`config.mk`:
```
export PLATFORM = sky130hd
export DESIGN_NAME = child_rr_arbiter
export DESIGN_NICKNAME = d
export VERILOG_FILES = /design/src/rtl/child_arb_pkg.sv /design/src/rtl/rr_pick.sv /design/src/rtl/child_rr_arbiter.sv
export SDC_FILE = /design/constraint.sdc
export NUM_CORES = 1
export LEC_CHECK = 0
export BUFFER_PORTS_ARGS = -buffer_cell sky130_fd_sc_hd__buf_2
export CAP_MARGIN = 20
export CORE_ASPECT_RATIO = 1.1
export CORE_MARGIN = 2
export CORE_UTILIZATION = 45
export CTS_CLUSTER_SIZE = 16
export DETAILED_ROUTE_END_ITERATION = 6
export PLACE_DENSITY = 0.65
export SYNTH_ARGS = -nofsm -noshare
export SYNTH_HDL_FRONTEND = slang
export SYNTH_SLANG_ARGS = --single-unit
```
`constraint.sdc`:
```
create_clock -name clk -period 5.3 [get_ports clk]
set_input_delay 0.265 -clock clk [delete_from_list [all_inputs] [get_ports clk]]
set_output_delay 0.265 -clock clk [all_outputs]
set_load 0.01 [all_outputs]
```
`src/rtl/child_arb_pkg.sv`:
```
// rtl/child_arb_pkg.sv - shared types and sizes for the child round-robin arbiter
package child_arb_pkg;

  localparam int ID_W    = 4;
  localparam int CHILD_N = 15;

  typedef enum logic [1:0] {
    IDLE  = 2'd0,
    GRANT = 2'd1,
    GAP   = 2'd2
  } arb_state_e;

endpackage

```
`src/rtl/rr_pick.sv`:
```
// rtl/rr_pick.sv - combinational round-robin pick starting at ptr
// Lower copy holds only candidates at or above ptr, so the lowest set bit of {elig, masked} is the cyclic winner.
module rr_pick
  import child_arb_pkg::*;
#(
  parameter int N = CHILD_N
) (
  input  logic [N-1:0]    elig,
  input  logic [ID_W-1:0] ptr,
  output logic [N-1:0]    onehot,
  output logic [ID_W-1:0] idx,
  output logic            found
);

  logic [N-1:0]   hi_mask;
  logic [2*N-1:0] dbl;

  always_comb begin
    automatic int pos = 0;
    hi_mask = '0;
    for (int i = 0; i < N; i++) begin
      hi_mask[i] = (i >= int'(ptr));
    end
    dbl   = {elig, elig & hi_mask};
    found = 1'b0;
    for (int i = 2 * N - 1; i >= 0; i--) begin
      if (dbl[i]) begin
        found = 1'b1;
        pos   = i;
      end
    end
    if (pos >= N) begin
      pos = pos - N;
    end
    idx    = ID_W'(pos);
    onehot = '0;
    if (found) begin
      onehot[idx] = 1'b1;
    end
  end

endmodule

```
`src/rtl/child_rr_arbiter.sv`:
```
// rtl/child_rr_arbiter.sv - round-robin grant of one shared port among sibling children
// Grants are held while requested, capped by MAX_HOLD; timed-out requesters stay masked until they drop.
module child_rr_arbiter
  import child_arb_pkg::*;
#(
  parameter int N_REQ    = CHILD_N,
  parameter int MAX_HOLD = 64
) (
  input  logic             clk,
  input  logic             rst_n,
  input  logic             arb_en,
  input  logic [N_REQ-1:0] req,
  output logic [N_REQ-1:0] gnt,
  output logic             gnt_valid,
  output logic [ID_W-1:0]  gnt_id,
  output logic             timeout_pulse,
  output logic             err_sticky,
  output logic [ID_W-1:0]  err_id,
  input  logic             clr_err
);

  localparam int HW = (MAX_HOLD > 0) ? $clog2(MAX_HOLD + 1) : 1;
  localparam logic [HW-1:0] HOLD_LAST = HW'((MAX_HOLD > 0) ? MAX_HOLD - 1 : 0);
  localparam logic [HW-1:0] HOLD_SAT  = '1;

  arb_state_e       state_q, state_d;
  logic [N_REQ-1:0] gnt_q, gnt_d;
  logic [ID_W-1:0]  gnt_id_q, gnt_id_d;
  logic [ID_W-1:0]  ptr_q, ptr_d;
  logic [HW-1:0]    hold_cnt_q, hold_cnt_d;
  logic [N_REQ-1:0] mask_q, mask_d;
  logic             timeout_pulse_q, timeout_pulse_d;
  logic             err_sticky_q, err_sticky_d;
  logic [ID_W-1:0]  err_id_q, err_id_d;

  logic [N_REQ-1:0] elig;
  logic [N_REQ-1:0] pick_onehot;
  logic [ID_W-1:0]  pick_idx;
  logic             pick_found;
  logic             rel_now;
  logic             forced;

  assign elig = req & ~mask_q;

  rr_pick #(.N(N_REQ)) u_pick (
    .elig   (elig),
    .ptr    (ptr_q),
    .onehot (pick_onehot),
    .idx    (pick_idx),
    .found  (pick_found)
  );

  always_comb begin
    state_d         = state_q;
    gnt_d           = gnt_q;
    gnt_id_d        = gnt_id_q;
    ptr_d           = ptr_q;
    hold_cnt_d      = hold_cnt_q;
    mask_d          = mask_q & req;
    timeout_pulse_d = 1'b0;
    err_sticky_d    = err_sticky_q;
    err_id_d        = err_id_q;
    rel_now         = 1'b0;
    forced          = 1'b0;

    case (state_q)
      IDLE: begin
        if (arb_en && pick_found) begin
          state_d    = GRANT;
          gnt_d      = pick_onehot;
          gnt_id_d   = pick_idx;
          hold_cnt_d = '0;
        end
      end
      GRANT: begin
        if (hold_cnt_q != HOLD_SAT) begin
          hold_cnt_d = hold_cnt_q + HW'(1);
        end
        if (!req[gnt_id_q]) begin
          rel_now = 1'b1;
        end else if (MAX_HOLD != 0 && hold_cnt_q == HOLD_LAST) begin
          rel_now = 1'b1;
          forced  = 1'b1;
        end
        if (rel_now) begin
          state_d = GAP;
          gnt_d   = '0;
          ptr_d   = (gnt_id_q == ID_W'(N_REQ - 1)) ? '0 : gnt_id_q + ID_W'(1);
        end
        if (forced) begin
          timeout_pulse_d  = 1'b1;
          mask_d[gnt_id_q] = 1'b1;
        end
      end
      GAP:     state_d = IDLE;
      default: state_d = IDLE;
    endcase

    // A timeout in the same cycle as clr_err wins and records the new id
    if (clr_err) begin
      err_sticky_d = 1'b0;
      err_id_d     = '0;
    end
    if (forced) begin
      err_sticky_d = 1'b1;
      if (!err_sticky_q || clr_err) begin
        err_id_d = gnt_id_q;
      end
    end
  end

  always_ff @(posedge clk or negedge rst_n) begin
    if (!rst_n) begin
      state_q         <= IDLE;
      gnt_q           <= '0;
      gnt_id_q        <= '0;
      ptr_q           <= '0;
      hold_cnt_q      <= '0;
      mask_q          <= '0;
      timeout_pulse_q <= 1'b0;
      err_sticky_q    <= 1'b0;
      err_id_q        <= '0;
    end else begin
      state_q         <= state_d;
      gnt_q           <= gnt_d;
      gnt_id_q        <= gnt_id_d;
      ptr_q           <= ptr_d;
      hold_cnt_q      <= hold_cnt_d;
      mask_q          <= mask_d;
      timeout_pulse_q <= timeout_pulse_d;
      err_sticky_q    <= err_sticky_d;
      err_id_q        <= err_id_d;
    end
  end

  assign gnt           = gnt_q;
  assign gnt_valid     = |gnt_q;
  assign gnt_id        = gnt_id_q;
  assign timeout_pulse = timeout_pulse_q;
  assign err_sticky    = err_sticky_q;
  assign err_id        = err_id_q;

endmodule

```
==> results <==
- The clock-pin slew of the registers on the worst-case setup and hold paths is 0.10 ns.
- The post-synthesis to final-layout area growth is 10.9%.
- Leaving out fill and tap cells, the most frequent cells in the layout are sky130_fd_sc_hd__nand2_1, sky130_fd_sc_hd__dfrtp_1, sky130_fd_sc_hd__buf_2.
- The synthesized netlist devotes 23.7% of its cell area to compound gates.
- The flow ran to the end, and the final reports show no timing, DRC or antenna violations.
- The worst vdd rail ir drop is 0.000410 V.
- Setup repair after global routing left no endpoint under its margin.
- The count of mapped cells out of synthesis is 343.
- The synthesized area per cell is 9.41 µm².
- During placement, the flow inserted port buffers numbering 44.
- The number of different library cells in the post-synthesis netlist is 70.
- The worst relative slew slack is 53.6%.
- The number of gates resized after CTS was 0.
- Summing the sequential cell areas from Yosys gives 41.1% of the chip area.
- The clock reaches the later pin of the worst-skew pair after 0.32 ns.
- The share of synthesized cell area in and, or, nand and nor gates is 23.6%.
- The synthesized design contains 0 enable-type register cells.
- The static leakage is 1.63 nW.
- The proportion of layout cells with a drive suffix above 1 is 20.2%.
- The die covers 0.00787 mm².
- The max-capacitance violation count is 0.
- The vertical die dimension is 92.8 µm.
- Synthesis produced a netlist with a net count of 364.
- The placeable core region is 0.00697 mm².
- The mapped netlist covers 0.00323 mm².
- The overall power consumption is 0.00198 W.
- The worst setup path is captured at a flip-flop.
- Once the clock tree was built, the setup fixing pass inserted 0 buffers.
- TritonCTS built the clock tree.
- Adding up every negative setup slack in the final design gives 0 ns.
- The hold violation count in the final report is 0.
- The number of sinks driven by the clock tree is 53.
- The worst-margin pin slew is 0.696 ns.
- The antenna diode instance count is 0.
- After detailed placement, the design holds a cell count of 459.
- CTS placed an instance of sky130_fd_sc_hd__clkbuf_8 at the clock tree root.
- In the finished design, the share of the clock period the worst path needs comes to 69.8%.
- In the synthesized netlist, mux cells make up 5.04% of the area.
- The critical path class is reg2reg.
- Clock tree synthesis inserted a total of 5 buffers.
- The tightest min-delay check is of the in2async type.
- The floorplan has 32 rows.
- The post-detailed-routing wire length is 8050 µm.
- Once the floorplan was initialized, standard cells occupied 46.3% of the core.
- The number of antenna violations at the first check in global routing came to 0.
- The final weighted congestion of routability-driven global placement is 0.938.
- After Yosys synthesis, XOR and XNOR cells account for 2.37% of the synthesized area.
- The count of boundary I/O pins is 45.
- The synthesized design contains 53 register bits.
- The Yosys step of the flow raised 0 warnings.
- Dividing total power by cell area gives a power density of 553 mW/mm².
- The top fanout value on the critical path is 18.
- The placed cell area is 0.00347 mm².
- The nature of the critical path startpoint is a flip-flop.
- In this run, post-CTS hold repair placed 0 buffers.
- The count of fill cells added during filler insertion is 674.
- For this run, the top clock speed supported by timing is 270 MHz.
- After detailed routing, the average wire length per cell comes to 17.3 µm.
- In this run, the number of DRC markers left after iteration 0 of detailed routing was 169.
- The final cell area excluding filler cells is 0.00358 mm².
- The most used flip-flop cell after synthesis is sky130_fd_sc_hd__dfrtp_1.
- The maximum number of pins on one net before global-route repair is 54.
- The HPWL after detailed placement is 6120 µm.
- For this run, design rule violations remaining after detail routing come to 0.
- The number of vias per cell after detailed routing is 5.88.
- The count of vias placed by the detailed router is 2740.
- For the worst setup path, the data required time is 5.51 ns.
- For this run, global-route usage on met1 was measured as 30.0%.
- The leftover overflow at the end of global routing is 0.
- Global routing consumed, over all layers together, 21.8% of the routing resources.
- The routed design could run at a clock period as short as 3.70 ns.
- The share of flip-flops with an asynchronous set or reset is 100%.
- The synthesized netlist devotes 0.775% of its cell area to adder and majority cells.
- The final layout contains 402 nets.
- The number of pins with negative max-slew slack in the final report is 0.
- Counting along the longest clock path gives a buffer depth of 2.
- The number of global-route vias before repair is 2646.
- After synthesis, the largest family of logic cells by area is compound AO/OA/AOI/OAI gates.
- The layer flagged by global routing as most heavily used is met2.
- The first global-routing pass estimated 13700 µm of wire.
- At the worst endpoint, the arrival time is 3.91 ns.
- The post-route non-filler standard cell count is 466.
- Setup violations remaining at the end of the flow were counted as 0.
- The floorplan die width is 84.7 µm.
- Global routing used 36.7% of the available met2 tracks.
- Leaving out fill and tap cells, the most frequent cell in the layout is sky130_fd_sc_hd__nand2_1.
- Global routing consumed, on the met3 layer, 2.85% of the routing resources.
- The first detailed-routing pass ran for 5 iterations.
- The setup clock skew after layout is 0.00992 ns.
- Once detail routing completed, the nets flagged for antenna violations numbered 0.
- CTS built an H-tree with a depth of 2.
## state kept, by name, summed over array words and instances (netlist names)
name,flops
timeout_pulse,1
gnt,15
err_id,4
mask_q,15
err_sticky,1
ptr_q,4
state_q,2
hold_cnt_q,7
gnt_id,4
## final timing paths
kind / startpoint / to / slack [ns] / cells past startpoint
max reg2reg: ptr_q[3]$_DFFE_PN0P_ / gnt[14]$_DFFE_PN0P_ / 1.60 / 11
max: ptr_q[3]$_DFFE_PN0P_ / gnt[14]$_DFFE_PN0P_ / 1.60 / 11
min: rst_n / hold_cnt_q[3]$_DFFE_PN0P_ / 0.05 / 2
min in group clk: req[5] / mask_q[5]$_DFF_PN0_ / 0.20 / 3
min reg2reg: mask_q[5]$_DFF_PN0_ / mask_q[5]$_DFF_PN0_ / 0.48 / 2
max in group asynchronous: rst_n / mask_q[10]$_DFF_PN0_ / 4.80 / 2
## power breakdown
| group | switching [W] | internal (W) | total, W |
|---|---|---|---|
| logic | 0.000607 | 0.000416 | 0.00102 |
| clock network | 0.000139 | 0.000140 | 0.000279 |
| registers | 0.000185 | 0.000491 | 0.000676 |
## layout make-up
type | instances | area (µm²) | area share, %
Timing Repair Buffer | 45 | 228 | 6.36
Tap cell | 85 | 106 | 2.97
Sequential cell | 53 | 1330 | 37.0
Clock buffer | 5 | 68.8 | 1.92
Multi-Input combinational cell | 270 | 1790 | 50.0
Clock inverter | 2 | 38.8 | 1.08
Inverter | 6 | 22.5 | 0.629
## per-layer routing
layer / wire length (µm) / up-vias
met3: 332 / 11
met5: 0 / -
met1: 3670 / 1318
met2: 3930 / 78
li1: - / 1333
met4: 121 / 0
## worst max-delay path, stage by stage, from the launching register on
cell and delay (ns):
sky130_fd_sc_hd__dfrtp_1 0.72, sky130_fd_sc_hd__and2_1 0.32, sky130_fd_sc_hd__nand2_1 0.15, sky130_fd_sc_hd__a211oi_1 0.30, sky130_fd_sc_hd__o31ai_1 0.10, sky130_fd_sc_hd__a32oi_1 0.42, sky130_fd_sc_hd__a22oi_2 0.24, sky130_fd_sc_hd__ha_1 0.27
sky130_fd_sc_hd__o211a_4 0.28, sky130_fd_sc_hd__nor3b_1 0.32, sky130_fd_sc_hd__mux2i_1 0.21, sky130_fd_sc_hd__o31ai_1 0.25
## Yosys cell counts (2+ instances only)
cell,instances,area (µm²)
sky130_fd_sc_hd__mux2i_1,5,50.1
sky130_fd_sc_hd__a211oi_1,3,22.5
sky130_fd_sc_hd__a21oi_1,15,75.1
sky130_fd_sc_hd__nand4_1,7,43.8
sky130_fd_sc_hd__a21o_1,2,15.0
sky130_fd_sc_hd__a21oi_2,2,17.5
sky130_fd_sc_hd__and2_1,3,18.8
sky130_fd_sc_hd__buf_2,2,10.0
sky130_fd_sc_hd__o21a_1,3,22.5
sky130_fd_sc_hd__o31ai_1,16,120
sky130_fd_sc_hd__nor3b_1,2,15.0
sky130_fd_sc_hd__a31oi_1,5,31.3
sky130_fd_sc_hd__buf_4,2,15.0
sky130_fd_sc_hd__nor2b_1,15,93.8
sky130_fd_sc_hd__o21ai_0,16,80.1
sky130_fd_sc_hd__a32o_1,3,30.0
sky130_fd_sc_hd__clkbuf_1,7,26.3
sky130_fd_sc_hd__nand2b_1,15,93.8
sky130_fd_sc_hd__nor3_1,3,15.0
sky130_fd_sc_hd__buf_6,2,22.5
sky130_fd_sc_hd__nor2_1,26,97.6
sky130_fd_sc_hd__nand3_1,5,25.0
sky130_fd_sc_hd__mux2_2,2,22.5
sky130_fd_sc_hd__mux4_2,4,90.1
sky130_fd_sc_hd__ha_1,2,25.0
sky130_fd_sc_hd__and3_1,3,18.8
sky130_fd_sc_hd__xor2_1,4,35.0
sky130_fd_sc_hd__nor4_1,4,25.0
sky130_fd_sc_hd__nand2_1,54,203
sky130_fd_sc_hd__dfrtp_1,53,1330
sky130_fd_sc_hd__o211ai_1,3,22.5
sky130_fd_sc_hd__a22o_1,10,87.6
sky130_fd_sc_hd__o21ai_1,3,15.0
sky130_fd_sc_hd__inv_1,6,22.5
## kinds of logic after synthesis
group	count (synthesis)
XOR/XNOR	7
AND/OR/NAND/NOR	149
flip-flops	53
multiplexers	11
buffers and inverters	20
adder cells (fa/ha/maj)	2
AO/OA/AOI/OAI	101
## through the flow
stage / util (%) / hold WS, ns / worst slack [ns]
final: 51.4 / 0.0541 / 1.60
after floorplan: - / -0.0306 / 2.26
after CTS: 51.4 / 0.0837 / 1.60
after global routing: 51.4 / 0.113 / 1.22
after global placement: 49.8 / 0.431 / 1.81
after detailed placement: 49.8 / 0.429 / 1.63
(Power assumes the default switching activity.)
